**src/rtl/cond_exmem_stage.sv**
```systemverilog
// Execute-stage condition unit, NZCV flags register and EX/MEM pipeline register.
// Optional feature: define COND_STATS_EN to add ExecCount/SquashCount statistics outputs.
module cond_exmem_stage #(
   parameter int unsigned DW = 32,
   parameter int unsigned RW = 4
) (
   input  logic          i_clk,
   input  logic          i_reset,
   input  logic          i_StallM,
   input  logic          i_FlushM,
   input  logic          i_ValidE,
   input  logic [3:0]    i_CondE,
   input  logic [1:0]    i_FlagWriteE,
   input  logic          i_PCSrcE,
   input  logic          i_RegWriteE,
   input  logic          i_MemWriteE,
   input  logic          i_MemtoRegE,
   input  logic          i_BranchE,
   input  logic [3:0]    i_ALUFlags,
   input  logic [DW-1:0] i_ALUResult,
   input  logic [DW-1:0] i_WriteDataE,
   input  logic [RW-1:0] i_WA3E,
   output logic          o_CondExE,
   output logic          o_BranchTakenE,
   output logic [3:0]    o_Flags,
   output logic          o_PCSrcM,
   output logic          o_RegWriteM,
   output logic          o_MemWriteM,
   output logic          o_MemtoRegM,
   output logic [DW-1:0] o_ALUResultM,
   output logic [DW-1:0] o_WriteDataM,
`ifdef COND_STATS_EN
   output logic [31:0]   o_ExecCount,
   output logic [31:0]   o_SquashCount,
`endif
   output logic [RW-1:0] o_WA3M
);

   logic [3:0]    r_flags;
   logic          r_pcsrc, r_regwrite, r_memwrite, r_memtoreg;
   logic [DW-1:0] r_alu_result, r_write_data;
   logic [RW-1:0] r_wa3;
   logic          w_pass, w_cond_ex, w_advance;
   logic          w_n, w_z, w_c, w_v;

   assign w_n = r_flags[0];
   assign w_z = r_flags[1];
   assign w_c = r_flags[2];
   assign w_v = r_flags[3];

   // Condition is judged against the registered flags, i.e. those of the previous instruction.
   always_comb begin
      w_pass = 1'b0;
      case (i_CondE)
         4'h0: w_pass = w_z;
         4'h1: w_pass = ~w_z;
         4'h2: w_pass = w_c;
         4'h3: w_pass = ~w_c;
         4'h4: w_pass = w_n;
         4'h5: w_pass = ~w_n;
         4'h6: w_pass = w_v;
         4'h7: w_pass = ~w_v;
         4'h8: w_pass = w_c & ~w_z;
         4'h9: w_pass = ~w_c | w_z;
         4'hA: w_pass = (w_n == w_v);
         4'hB: w_pass = (w_n != w_v);
         4'hC: w_pass = ~w_z & (w_n == w_v);
         4'hD: w_pass = w_z | (w_n != w_v);
         4'hE: w_pass = 1'b1;
         default: w_pass = 1'b0;
      endcase
   end

   assign w_cond_ex      = i_ValidE & w_pass;
   assign w_advance      = ~i_StallM & ~i_FlushM;
   assign o_CondExE      = w_cond_ex;
   assign o_BranchTakenE = i_BranchE & w_cond_ex;

   always_ff @(posedge i_clk or posedge i_reset) begin
      if (i_reset) begin
         r_pcsrc      <= 1'b0;
         r_regwrite   <= 1'b0;
         r_memwrite   <= 1'b0;
         r_memtoreg   <= 1'b0;
         r_alu_result <= '0;
         r_write_data <= '0;
         r_wa3        <= '0;
      end else if (i_FlushM) begin
         r_pcsrc      <= 1'b0;
         r_regwrite   <= 1'b0;
         r_memwrite   <= 1'b0;
         r_memtoreg   <= 1'b0;
      end else if (!i_StallM) begin
         r_pcsrc      <= i_PCSrcE & w_cond_ex;
         r_regwrite   <= i_RegWriteE & w_cond_ex;
         r_memwrite   <= i_MemWriteE & w_cond_ex;
         r_memtoreg   <= i_MemtoRegE;
         r_alu_result <= i_ALUResult;
         r_write_data <= i_WriteDataE;
         r_wa3        <= i_WA3E;
      end
   end

   // Each half is only written when enabled, so X on unused ALUFlags bits never propagates.
   always_ff @(posedge i_clk or posedge i_reset) begin
      if (i_reset) begin
         r_flags <= 4'b0000;
      end else if (w_advance && w_cond_ex) begin
         if (i_FlagWriteE[1]) r_flags[1:0] <= i_ALUFlags[1:0];
         if (i_FlagWriteE[0]) r_flags[3:2] <= i_ALUFlags[3:2];
      end
   end

`ifdef COND_STATS_EN
   logic [31:0] r_exec_count, r_squash_count;

   always_ff @(posedge i_clk or posedge i_reset) begin
      if (i_reset) begin
         r_exec_count   <= '0;
         r_squash_count <= '0;
      end else if (w_advance && i_ValidE) begin
         if (w_cond_ex) r_exec_count   <= r_exec_count + 32'd1;
         else           r_squash_count <= r_squash_count + 32'd1;
      end
   end

   assign o_ExecCount   = r_exec_count;
   assign o_SquashCount = r_squash_count;
`endif

   assign o_Flags      = r_flags;
   assign o_PCSrcM     = r_pcsrc;
   assign o_RegWriteM  = r_regwrite;
   assign o_MemWriteM  = r_memwrite;
   assign o_MemtoRegM  = r_memtoreg;
   assign o_ALUResultM = r_alu_result;
   assign o_WriteDataM = r_write_data;
   assign o_WA3M       = r_wa3;

endmodule
```
**config.mk**
```make
export PLATFORM = sky130hd
export DESIGN_NAME = cond_exmem_stage
export DESIGN_NICKNAME = d
export VERILOG_FILES = /design/src/rtl/cond_exmem_stage.sv
export SDC_FILE = /design/constraint.sdc
export NUM_CORES = 1
export LEC_CHECK = 0
export CAP_MARGIN = 20
export CORE_UTILIZATION = 43
export CTS_BUF_LIST = sky130_fd_sc_hd__clkbuf_4
export CTS_CLUSTER_SIZE = 40
export DETAILED_ROUTE_END_ITERATION = 12
export PLACE_DENSITY = 0.87
export SYNTH_ARGS = -nofsm -noshare
export SYNTH_HDL_FRONTEND = slang
export SYNTH_SLANG_ARGS = --single-unit
export TNS_END_PERCENT = 1
```
**constraint.sdc**
```tcl
create_clock -name i_clk -period 5.8 [get_ports i_clk]
set_input_delay 1.16 -clock i_clk [delete_from_list [all_inputs] [get_ports i_clk]]
set_output_delay 1.16 -clock i_clk [all_outputs]
set_load 0.005 [all_outputs]
```
==> flow_metrics.tcl, run 1 <==
set metrics [dict create \
    outcome "complete, no violations" \
    ys_types 31 \
    clk_path_buf_depth 2 \
    area_delta_synth_final_pct 61.02 \
    dp.cells 462 \
    pwr-share-clk_pct 22.4 \
    setup-tns-final_ns 0 \
    fin_skew_ns 0.009614 \
    ir_worst_vdd_uv 174.0 \
    numCtsBuffers 9 \
    swShare_pct 26.22 \
    ys_seq_area_share_pct 61.59 \
    rows 30 \
    hold_path.class "flip-flop to flip-flop" \
    dr.max_layer_used "met4" \
    ctsResizeCount 0 \
    drc 0 \
    worst_pin_slew_ns 0.8821 \
    met2_length_mm 3.649 \
    grt_pass1_wl_mm 11.76 \
    dr_total_vias 2343 \
    setup_violations 0 \
    fin_crit_sh_pct 80.16 \
    netlist_instances 209 \
    syn_avg_cell_area_um2 14.77 \
    worstPathMaxFanout 11 \
    ios 166 \
    drt_wl_total_mm 7.322 \
    dp_hpwl_mm 5.588 \
    root_buffer "clkbuf_4" \
    die_h_um 86.74 \
    drive_gt1_share_pct 24.61 \
    slew_headroom_pct 41.10 \
    cpMostUsedCell "clkdlybuf4s50_1" \
    p_comb_share_pct 29.5 \
    cpMaxStageDelayCell "clkdlybuf4s50_1" \
    cp-start-kind "input pin" \
    final_nets 465 \
    port_buffers 165 \
    fin_util_pct 72.39 \
    core-area_um2 6869 \
    report.final.slew_viol_count 0 \
    finalWeightedCongestion 0.8283 \
    syn_nets 297 \
    path_cells "clkdlybuf4s50_1 > and2_4 > or3b_1 > a41oi_2 > nor3_1 > nor3b_1 > clkdlybuf4s50_1" \
    cts.sinks 76 \
    clk_latency_ns 0.40 \
    postCtsSetupBuffers 0 \
    hold_viol_final 0 \
    total_power_mw 1.394 \
    timing.fmax_ghz 0.2151 \
    gr-usage-all-layers_pct 20.75 \
    clk_transition_reported_paths_ns 0.11 \
    ctsHoldBuffers 0 \
    power.net_switching_uw 365.5 \
    grt_setup_unrepaired "no" \
    synth_seq_cells 76 \
    final_cell_mix "clkdlybuf4s50_1, dfrtp_1, mux2_2" \
    yosys_warnings 0 \
    grt_max_degree 45 \
    ant_nets 0 \
    wl_met3_um 667 \
    wl_met1_mm 2.864 \
    power_density_nw_per_um2 280.3 \
    p_leak_nw 2.020 \
    crit_type "input pin to output pin" \
    cts_htree_levels 3 \
    start_util_pct 44.95 \
    routedWlPerCell_um 15.32 \
    dieArea_um2 7524 \
    stdcell_area_um2 4972 \
    routed_via_density 4.902 \
    endpoint_kind "output pin" \
    initialDrtViolationCount 73 \
    drt-pass1-iter-count 4 \
    die_w_um 86.74 \
    max_stage_delay_ns 0.59 \
    final_cell_count_no_fill 478 \
    layout_commonest_cell "clkdlybuf4s50_1" \
    period_minus_slack_ns 4.649 \
    required_ns 4.64 \
    grt_pass1_vias 2438 \
    intPower_mw 1.028 \
    maxCapViolCount 0 \
    arrival_ns 3.49 \
    n_antenna_cell 0 \
    p_seq_share_pct 48.1 \
    grt-ovfl-total 0 \
    cts_tree "done" \
    antenna_found_initial 0 \
    syn_area_um2 3088 \
    placed_cell_area_um2 4837 \
]
-- power groups by stage --
stage	logic (mW)	clock network, mW	registers [mW]
3_3_place_gp	0.406	0	0.675
5_1_grt	0.443	0.345	0.684
2_1_floorplan	0.142	0	0.683
6_report	0.411	0.312	0.670
4_1_cts	0.416	0.323	0.672
3_5_place_dp	0.414	0	0.682
-- kinds of logic (layout without fill, tap and decap cells) --
family	count (synthesis)	after routing	share of synthesized area (%)
flops	76	76	61.59
xor+xnor	2	2	0.5674
compound gates	12	12	3.161
buf+inv	15	188	2.188
simple gates	29	29	5.268
mux	75	75	27.23
-- per-layer routing --
metal	track usage [%]	vias up
met1	23.96	1121
met2	34.34	121
li1	-	1085
met5	0	-
met4	9.242	0
met3	8.000	16
-- Yosys cell counts, drive strengths merged --
master,number,area (um^2)
a21oi,1,5.000
a31oi,1,6.260
a41oi,1,16.27
and2,1,8.760
and3,1,6.260
buf,4,26.27
clkbuf,7,26.28
dfrtp,76,1902
inv,4,15.01
mux2,72,810.8
mux2i,3,30.03
nand2,5,18.77
nand2b,3,18.77
nand3,4,20.02
nand3b,2,15.01
nand4,1,6.260
nor2,5,18.77
nor2b,1,6.260
nor3,2,10.01
nor3b,2,15.01
nor4bb,1,10.01
o21ai,1,5.000
o22ai,1,6.260
o311ai,2,17.52
o31a,1,8.760
o31ai,3,22.52
o32a,1,10.01
or3b,1,8.760
xnor2,1,8.760
xor2,1,8.760
-- critical path: cells and delay by family --
kind	cells	cell delay (ns)
AOI/OAI and AO/OA	1	0.24
buffers and inverters	2	1.11
and+or+nand+nor	4	0.97
-- state kept, by name (all words and copies together) (netlist names) --
name          flops
o_PCSrcM          1
o_Flags           4
o_ALUResultM     32
o_MemWriteM       1
o_RegWriteM       1
o_WA3M            4
o_MemtoRegM       1
o_WriteDataM     32
-- final timing paths --
| path | from | to | slack, ns | cells after the start |
|---|---|---|---|---|
| setup / recovery | i_CondE[2] | o_BranchTakenE | 1.15 | 7 |
| hold / removal | o_MemWriteM | o_MemWriteM | 0.49 | 2 |
| setup reg to reg | o_Flags[0] | o_Flags[1] | 3.74 | 5 |
| hold reg to reg | o_MemWriteM | o_MemWriteM | 0.49 | 2 |
| max in group asynchronous | i_reset | o_WriteDataM[22] | 3.59 | 3 |
| min in group asynchronous | i_reset | o_ALUResultM[14] | 1.24 | 2 |
-- stage by stage --
stage | setup WS (ns) | hold slack [ns]
6_report | 1.151 | 0.4904
5_1_grt | 1.029 | 0.5293
4_1_cts | 1.192 | 0.4936
2_1_floorplan | 2.286 | 0.4726
3_3_place_gp | 1.243 | 0.4724
3_5_place_dp | 1.207 | 0.4691
-- layout make-up --
cell class                 instances  area, um^2
sequential                        76        1902
fill                             478        1897
timing repair buffer             168        1674
multi-input combinational        118        1126
tap                               96       120.1
clock buffer                       9       67.56
clock inverter                     7       67.56
inverter                           4       15.01
Power figures use the tool's default switching activity.
==> run 2, diff against run 1 <==
CORE_UTILIZATION = 36   (was 43)
PLACE_DENSITY = 0.78   (was 0.87)
clock period = 3.82 ns   (was 5.8 ns; I/O delays follow)
==> run 2 against run 1 <==
Net effect:
- die area grew 19%
- first-iteration DRC count fell by 32%
- global-route usage decreased by 3.6 points
- setup slack lost 1.0 ns
- non-clock buffer count grew 2
- via count rose by 1.3%
- hold slack gained 0.017 ns
- design area up 0.81%
- clock skew is 0.0025 ns higher
- sequential share of layout area shrank 0.31 points
- flip-flop and latch count stayed put
- clock power up 38%
- critical path type unchanged
==> flow_metrics.tcl, run 2 (synthesized netlist as in run 1, its figures left out) <==
set metrics [dict create \
    drive_gt1_share_pct 26.04 \
    worstPathMaxFanout 9 \
    grt_setup_unrepaired "no" \
    setup-tns-final_ns 0 \
    cp-start-kind "input pin" \
    timing.fmax_ghz 0.2718 \
    grt_pass1_vias 2396 \
    p_leak_nw 2.037 \
    ctsHoldBuffers 0 \
    final_cell_mix "clkdlybuf4s50_1, dfrtp_1, mux2_2" \
    register_area_um2 1902 \
    hold_viol_final 0 \
    clk_path_buf_depth 2 \
    grt_pass1_wl_mm 11.61 \
    routedWlPerCell_um 15.23 \
    numCtsBuffers 9 \
    gr-usage-all-layers_pct 17.11 \
    grt_max_degree 77 \
    clk_transition_reported_paths_ns 0.11 \
    antenna_found_initial 0 \
    fin_crit_sh_pct 96.32 \
    drt_wl_total_mm 7.448 \
    finalWeightedCongestion 0.8461 \
    ios 166 \
    rows 33 \
    dp_hpwl_mm 5.465 \
    grt-ovfl-total 0 \
    crit_type "input pin to output pin" \
    period_minus_slack_ns 3.680 \
    cts_htree_levels 3 \
    start_util_pct 37.39 \
    drc 0 \
    arrival_ns 2.92 \
    ant_nets 0 \
    setup_violations 0 \
    port_buffers 165 \
    dr_total_vias 2374 \
    timing.critical_path.from "i_CondE[3]" \
    clk_latency_ns 0.40 \
    routed_via_density 4.855 \
    core-area_um2 8258 \
    required_ns 3.06 \
    initialDrtViolationCount 50 \
    report.final.slew_viol_count 0 \
    die_h_um 94.62 \
    final_nets 467 \
    dieArea_um2 8952 \
    whs_ns 0.5071 \
    cts_tree "done" \
    area_delta_synth_final_pct 62.32 \
    outcome "complete, no violations" \
    n_antenna_cell 0 \
    nFillCells 690 \
    cts.sinks 76 \
    fin_util_pct 60.70 \
    timing.rr.start "o_Flags[0]" \
    total_power_mw 2.087 \
    maxCapViolCount 0 \
    root_buffer "clkbuf_4" \
    power_density_nw_per_um2 416.4 \
    ir_worst_vdd_uv 219.9 \
    hp-start "o_RegWriteM" \
    slew_headroom_pct 68.91 \
    multi_input_area_um2 1141 \
    endpoint_kind "output pin" \
    hold_path.class "flip-flop to flip-flop" \
    drt-pass1-iter-count 4 \
    layout_commonest_cell "clkdlybuf4s50_1" \
    die_w_um 94.62 \
    fin_skew_ns 0.01210 \
    worst_pin_slew_ns 0.4664 \
]
==> run 2: power by group <==
group | internal, mW | total, mW | switching, mW
sequential | 0.931 | 1.02 | 0.0877
clock | 0.150 | 0.430 | 0.281
combinational | 0.440 | 0.638 | 0.198
total | 1.52 | 2.09 | 0.566
==> run 2: layer usage <==
layer | share of wire (%) | up-vias | wire length (um) | track usage (%)
met2 | 52 | 88 | 3885 | 28.24
met1 | 38 | 1187 | 2852 | 20.91
met3 | 8.0 | 12 | 599 | 4.911
met5 | 0 | - | 0 | 0
met4 | 1.5 | 0 | 109 | 7.197
li1 | - | 1087 | - | -
==> run 2: final cells by class <==
class / instances / area share (%)
Sequential cell: 76 / 37.94
Timing Repair Buffer: 170 / 34.00
Multi-Input combinational cell: 118 / 22.77
Tap cell: 105 / 2.621
Clock buffer: 11 / 1.648
Clock inverter: 5 / 0.7239
Inverter: 4 / 0.2996
==> run 2: worst max-delay path, stage by stage <==
cell	delay (ns)
clkdlybuf4s50_1	0.49
buf_4	0.17
nor3b_1	0.23
o21ai_0	0.17
o22ai_2	0.25
nor3_2	0.11
nor3b_1	0.21
clkdlybuf4s50_1	0.53
==> run 2: what timing repair did <==
action,CTS,global route
buffers inserted,0,0
pin swaps,0,0
gates cloned,0,0
resized for setup,1,3
setup endpoints to repair,1,1
==> run 2: final timing paths <==
| kind | depth (start not counted) | end | slack [ns] |
|---|---|---|---|
| worst max-delay path | 8 | o_BranchTakenE | 0.14 |
| worst min-delay path | 2 | o_RegWriteM | 0.51 |
| worst max register to register | 5 | o_Flags[2] | 1.78 |
| worst min register to register | 2 | o_RegWriteM | 0.51 |
| max in group asynchronous | 3 | o_WriteDataM[27] | 2.74 |
| min in group asynchronous | 3 | o_WriteDataM[3] | 0.73 |
==> run 2: metrics by stage <==
stage          worst slack [ns]  cells  area, um^2
2_1_floorplan             1.098    209        3088
5_1_grt                 0.06129    489        5012
3_3_place_gp             0.1419    473        4876
3_5_place_dp           0.005366    473        4876
6_report                 0.1404    489        5012
4_1_cts                 0.05328    489        5000
